$ cat src/rtl/gray_vector_sequencer_pkg.sv
// Shared types and helpers for the Gray-order truth-table sequencer.
package gray_seq_pkg;

    localparam int unsigned N_VEC = 16;
    localparam int unsigned VEC_W = 4;
    localparam int unsigned CNT_W = 16;

    typedef enum logic [1:0] {
        IDLE,
        RUN,
        DONE
    } state_t;

    function automatic logic [VEC_W-1:0] bin2gray(input logic [VEC_W-1:0] b);
        return b ^ (b >> 1);
    endfunction

endpackage

$ cat src/rtl/gray_vector_sequencer_dwell_timer.sv
// Dwell counter: counts 0..DWELL-1 while enabled, flags the last cycle of each dwell.
module dwell_timer
    import gray_seq_pkg::*;
#(
    parameter int unsigned DWELL = 20
) (
    input  logic clk,
    input  logic rst,
    input  logic clear_i,
    input  logic en_i,
    output logic expire_c
);

    localparam logic [CNT_W-1:0] LAST = CNT_W'(DWELL - 1);

    logic [CNT_W-1:0] cnt_q;
    logic [CNT_W-1:0] cnt_d;

    assign expire_c = en_i && (cnt_q == LAST);

    always_comb begin
        cnt_d = cnt_q;
        if (clear_i) begin
            cnt_d = '0;
        end else if (en_i) begin
            cnt_d = expire_c ? '0 : CNT_W'(cnt_q + 1'b1);
        end
    end

    always_ff @(posedge clk or posedge rst) begin
        if (rst) begin
            cnt_q <= '0;
        end else begin
            cnt_q <= cnt_d;
        end
    end

endmodule

$ cat src/rtl/gray_vector_sequencer.sv
// Walks all 16 input vectors in Gray order, captures z into a truth table and
// compares it against EXPECT.
module gray_vector_sequencer
    import gray_seq_pkg::*;
#(
    parameter int unsigned       DWELL  = 20,
    parameter logic [N_VEC-1:0]  EXPECT = 16'h0000
) (
    input  logic             clk,
    input  logic             rst,
    input  logic             start,
    output logic             A,
    output logic             B,
    output logic             C,
    output logic             D,
    input  logic             z,
    output logic             busy,
    output logic             done,
    output logic             pass,
    output logic [N_VEC-1:0] truth,
    output logic [N_VEC-1:0] mismatch
);

    localparam logic [VEC_W-1:0] LAST_STEP = VEC_W'(N_VEC - 1);

    state_t             state_q, state_d;
    logic [VEC_W-1:0]   vec_q, vec_d;
    logic [VEC_W-1:0]   step_q, step_d;
    logic [N_VEC-1:0]   truth_q, truth_d;
    logic               busy_q, busy_d;
    logic               done_q, done_d;
    logic               pass_q, pass_d;
    logic               tmr_clear;
    logic               tmr_en;
    logic               expire;

    dwell_timer #(.DWELL(DWELL)) u_dwell_timer (
        .clk      (clk),
        .rst      (rst),
        .clear_i  (tmr_clear),
        .en_i     (tmr_en),
        .expire_c (expire)
    );

    // Next-state, vector stepping and truth capture
    always_comb begin
        state_d   = state_q;
        vec_d     = vec_q;
        step_d    = step_q;
        truth_d   = truth_q;
        busy_d    = busy_q;
        done_d    = done_q;
        pass_d    = pass_q;
        tmr_clear = 1'b0;
        tmr_en    = 1'b0;

        case (state_q)
            IDLE, DONE: begin
                if (start) begin
                    state_d   = RUN;
                    vec_d     = '0;
                    step_d    = '0;
                    truth_d   = '0;
                    busy_d    = 1'b1;
                    done_d    = 1'b0;
                    pass_d    = 1'b0;
                    tmr_clear = 1'b1;
                end
            end
            RUN: begin
                tmr_en = 1'b1;
                if (expire) begin
                    // Truth index is the vector value, not the step number
                    truth_d[vec_q] = z;
                    if (step_q != LAST_STEP) begin
                        step_d = VEC_W'(step_q + 1'b1);
                        vec_d  = bin2gray(VEC_W'(step_q + 1'b1));
                    end else begin
                        state_d = DONE;
                        vec_d   = '0;
                        busy_d  = 1'b0;
                        done_d  = 1'b1;
                        pass_d  = (truth_d == EXPECT);
                    end
                end
            end
            default: begin
                state_d = IDLE;
            end
        endcase
    end

    always_ff @(posedge clk or posedge rst) begin
        if (rst) begin
            state_q <= IDLE;
            vec_q   <= '0;
            step_q  <= '0;
            truth_q <= '0;
            busy_q  <= 1'b0;
            done_q  <= 1'b0;
            pass_q  <= 1'b0;
        end else begin
            state_q <= state_d;
            vec_q   <= vec_d;
            step_q  <= step_d;
            truth_q <= truth_d;
            busy_q  <= busy_d;
            done_q  <= done_d;
            pass_q  <= pass_d;
        end
    end

    assign {A, B, C, D} = vec_q;
    assign busy         = busy_q;
    assign done         = done_q;
    assign pass         = pass_q;
    assign truth        = truth_q;
    assign mismatch     = truth_q ^ EXPECT;

endmodule

$ cat config.mk
export PLATFORM = sky130hd
export DESIGN_NAME = gray_vector_sequencer
export DESIGN_NICKNAME = d
export VERILOG_FILES = /design/src/rtl/gray_vector_sequencer_pkg.sv /design/src/rtl/gray_vector_sequencer_dwell_timer.sv /design/src/rtl/gray_vector_sequencer.sv
export SDC_FILE = /design/constraint.sdc
export NUM_CORES = 1
export LEC_CHECK = 0
export CAP_MARGIN = 15
export CORE_UTILIZATION = 48
export CTS_CLUSTER_DIAMETER = 200
export DETAILED_ROUTE_END_ITERATION = 12
export GPL_TIMING_DRIVEN = 0
export PLACE_DENSITY = 0.84
export SLEW_MARGIN = 40
export SYNTH_ARGS = -nofsm -noshare
export SYNTH_HDL_FRONTEND = slang
export SYNTH_SLANG_ARGS = --single-unit
$ cat constraint.sdc
create_clock -name clk -period 1.9 [get_ports clk]
set_clock_uncertainty 0.15 [all_clocks]
set_input_delay 0.19 -clock clk [delete_from_list [all_inputs] [get_ports clk]]
set_output_delay 0.19 -clock clk [all_outputs]
set_load 0.01 [all_outputs]
==> out/qor.csv <==
stage;metric;value;unit
setup_path;path_class;flop to flop;
setup_path;crit_path_end_kind;flop;
route;finalWirelength;7.599;mm
synth;synth_warnings;0;
job;cap_violations;0;
timing;setup_viol;9;
synth;synth_ff_type;dfrtp_1;
floorplanning;chipWidth;76.22;um
floorplanning;start_util;0.5079;
status;failed_checks;negative setup slack;
clock_network;cts_sinks;45;
place;hpwl;4.190;mm
grt;grt_pass1_wl;10.71;mm
synth;syn-num-nets;284;
final_layout;final_core_util;0.7601;
route;dr_total_vias;2509;
floorplanning;core;5205;um2
route;drtIter0Drc;133;
final_layout;postLayoutCellArea;3956;um2
setup_path;worstReg2RegStart;vec_q[2];
floorplanning;die_h;76.22;um
synth;synth.distinct_cells;38;
timing;max_freq;0.4385;GHz
clock_network;clk_latency;300;ps
setup_path;required;1960;ps
route;avgViaCountPerCell;5.988;
floorplanning;floorplan.rows;26;
clock_network;cts_buffers;5;
synth;synth_edf_count;0;
floorplanning;dieArea;5809;um2
status;status;finished, violations left;
final_layout;final_nets;354;
timing;fin_ws;-380.3;ps
synth;ys_seq_area_frac;0.4259;
synth;synth_top_area_cell;dfrtp_1;
setup_path;r2r_cells;6;
setup_path;start_kind;flop;
route;drtPass1Iterations;4;
synth;avgSynthCellArea;9.510;um2
final_layout;diodes;0;
place;port_buffers;42;
setup_path;cp-startpoint;vec_q[2];
timing;slew_viol_final;0;
setup_path;r2r-end;pass;
setup_path;crit_fanout;10;
synth;synth.cell_area;2644;um2
grt;grt_pass1_vias;2244;
clock_network;cts.path.max_buffers;2;
timing;maxSlewHeadroom;0.6883;
synth;synth_area_leaders;dfrtp_1 (43%), o31ai_1 (6.8%), mux2i_1 (6.1%);
route;drc_errors;0;
setup_path;r2r_setup_slack;-380;ps
final_layout;fin_cells;419;
floorplanning;io_pins;43;
grt;grt-ovfl-total;0;
min_path;hp-start;start;
timing;rsz0062_at_grt;yes;
route;ant_nets;0;
synth;ys_ff_latch;45;
power;p_per_area;724.7;nW/um2
clock_network;cts_tree;yes;
synth;synth_common_cells;dfrtp_1 (45), nand2_1 (41), o21ai_0 (28);
clock_network;cts.htree.levels;2;
synth;syn_inst;278;
timing;tightest_slew;465.8;ps
grt;grt_usage;0.2274;
timing;min_period;2280;ps
timing;finalHoldViolations;0;
place;place_area;3238;um2
place;place_congestion;0.8504;
setup_path;worstPathArrival;2340;ps
synth;async_reset_ff_frac;1.000;
final_layout;syn2layout_area_growth;49.64;%
power;vdd_drop_max;0.5722;mV
setup_path;crit_end;pass;
synth;synth.most_common_cell;dfrtp_1;
clock_network;cts.clk_slew.worst_paths;90;ps
final_layout;drive_gt1_frac;0.3467;
clock_network;root_buffer;clkbuf_8;
power;p_leak;0.001626;uW
grt;grt_max_degree;34;
place;dp_cells;391;
synth;synth_top_area_share;0.4259;
timing;fin_crit_sh;1.200;
min_path;hp-class;input port to flop;
grt;grt_antenna_before_repair;0;
route;routedWlPerCell;18.14;um
## timing repair
item,4_1_cts,5_1_grt
hold endpoints to repair,9,0
cloned,1,3
pin swaps,6,13
buffers inserted,9,7
hold buffers,1,0
resized for setup,21,77
setup endpoints to repair,42,43
## cell type report
cell class,instances,area [um2]
Multi-Input combinational cell,196,1649
Fill cell,310,1249
Clock inverter,1,30.03
Timing Repair Buffer,63,655.6
Sequential cell,45,1134
Tap cell,70,87.58
Inverter,4,17.52
Buffer,33,296.5
Clock buffer,7,86.33
## power breakdown
| group | switching (uW) | internal (uW) | total [uW] | leakage (uW) |
|---|---|---|---|---|
| logic | 380 | 421 | 801 | 0.000993 |
| registers | 212 | 1090 | 1300 | 0.000574 |
| clock network | 335 | 429 | 764 | 0.0000585 |
| total | 928 | 1940 | 2870 | 0.00163 |
## layer usage
metal / part of all wire / vias to the layer above / GRT usage
li1: - / 1144 / -
met1: 0.42 / 1236 / 0.2853
met2: 0.50 / 106 / 0.3964
met3: 0.049 / 23 / 0.04192
met4: 0.030 / 0 / 0.06923
met5: 0 / - / 0
## kinds of logic (layout without fill, tap and decap cells)
logic type	after synthesis	after routing	share of synthesized area
AND/OR/NAND/NOR	104	104	0.2187
AO/OA/AOI/OAI	64	64	0.1552
flip-flops	45	45	0.4259
buffers and inverters	37	108	0.09702
multiplexers	16	16	0.06058
XOR/XNOR	10	10	0.03313
adder cells (fa/ha/maj)	2	2	0.009464
## registers in the layout, indices dropped and copies added (netlist names)
| register | count |
|---|---|
| busy | 1 |
| done | 1 |
| mismatch | 16 |
| pass | 1 |
| state_q | 2 |
| step_q | 4 |
| u_dwell_timer.cnt_q | 16 |
| vec_q | 4 |
## worst max-delay path: stages (launching register included)
cell	delay, ps
dfrtp_2	460
buf_6	170
nor4_4	280
mux2i_2	310
nand4_1	160
or3_4	420
o31ai_2	220
## per-stage QoR
stage          setup slack, ps  power (uW)  TNS [ps]  hold WS (ps)
2_1_floorplan           -60.01        1661    -60.01         147.3
3_3_place_gp            -570.8        1821    -24220         321.0
3_5_place_dp            -294.1        1849     -5332         322.4
4_1_cts                 -233.4        2705    -286.9         336.0
5_1_grt                 -398.7        3005     -1509         349.6
6_report                -380.3        2867    -445.7         335.3
## worst min-delay path by stage
stage                        end  cells past startpoint
floorplan             state_q[1]                      1
global placement            busy                      1
detailed placement  mismatch[10]                      2
CTS                   state_q[1]                      2
global route          state_q[1]                      2
finish                state_q[1]                      2
## placed cells by master, fill, tap and decap left out, types with 9 or more instances in the layout
master	instances
nand2_1	25
nand4_1	11
nand2_2	9
buf_4	30
mux2i_1	13
o21ai_0	25
dfrtp_1	39
o31ai_1	12
clkdlybuf4s50_1	42
Note: power is estimated with default switching activity, not from simulation.
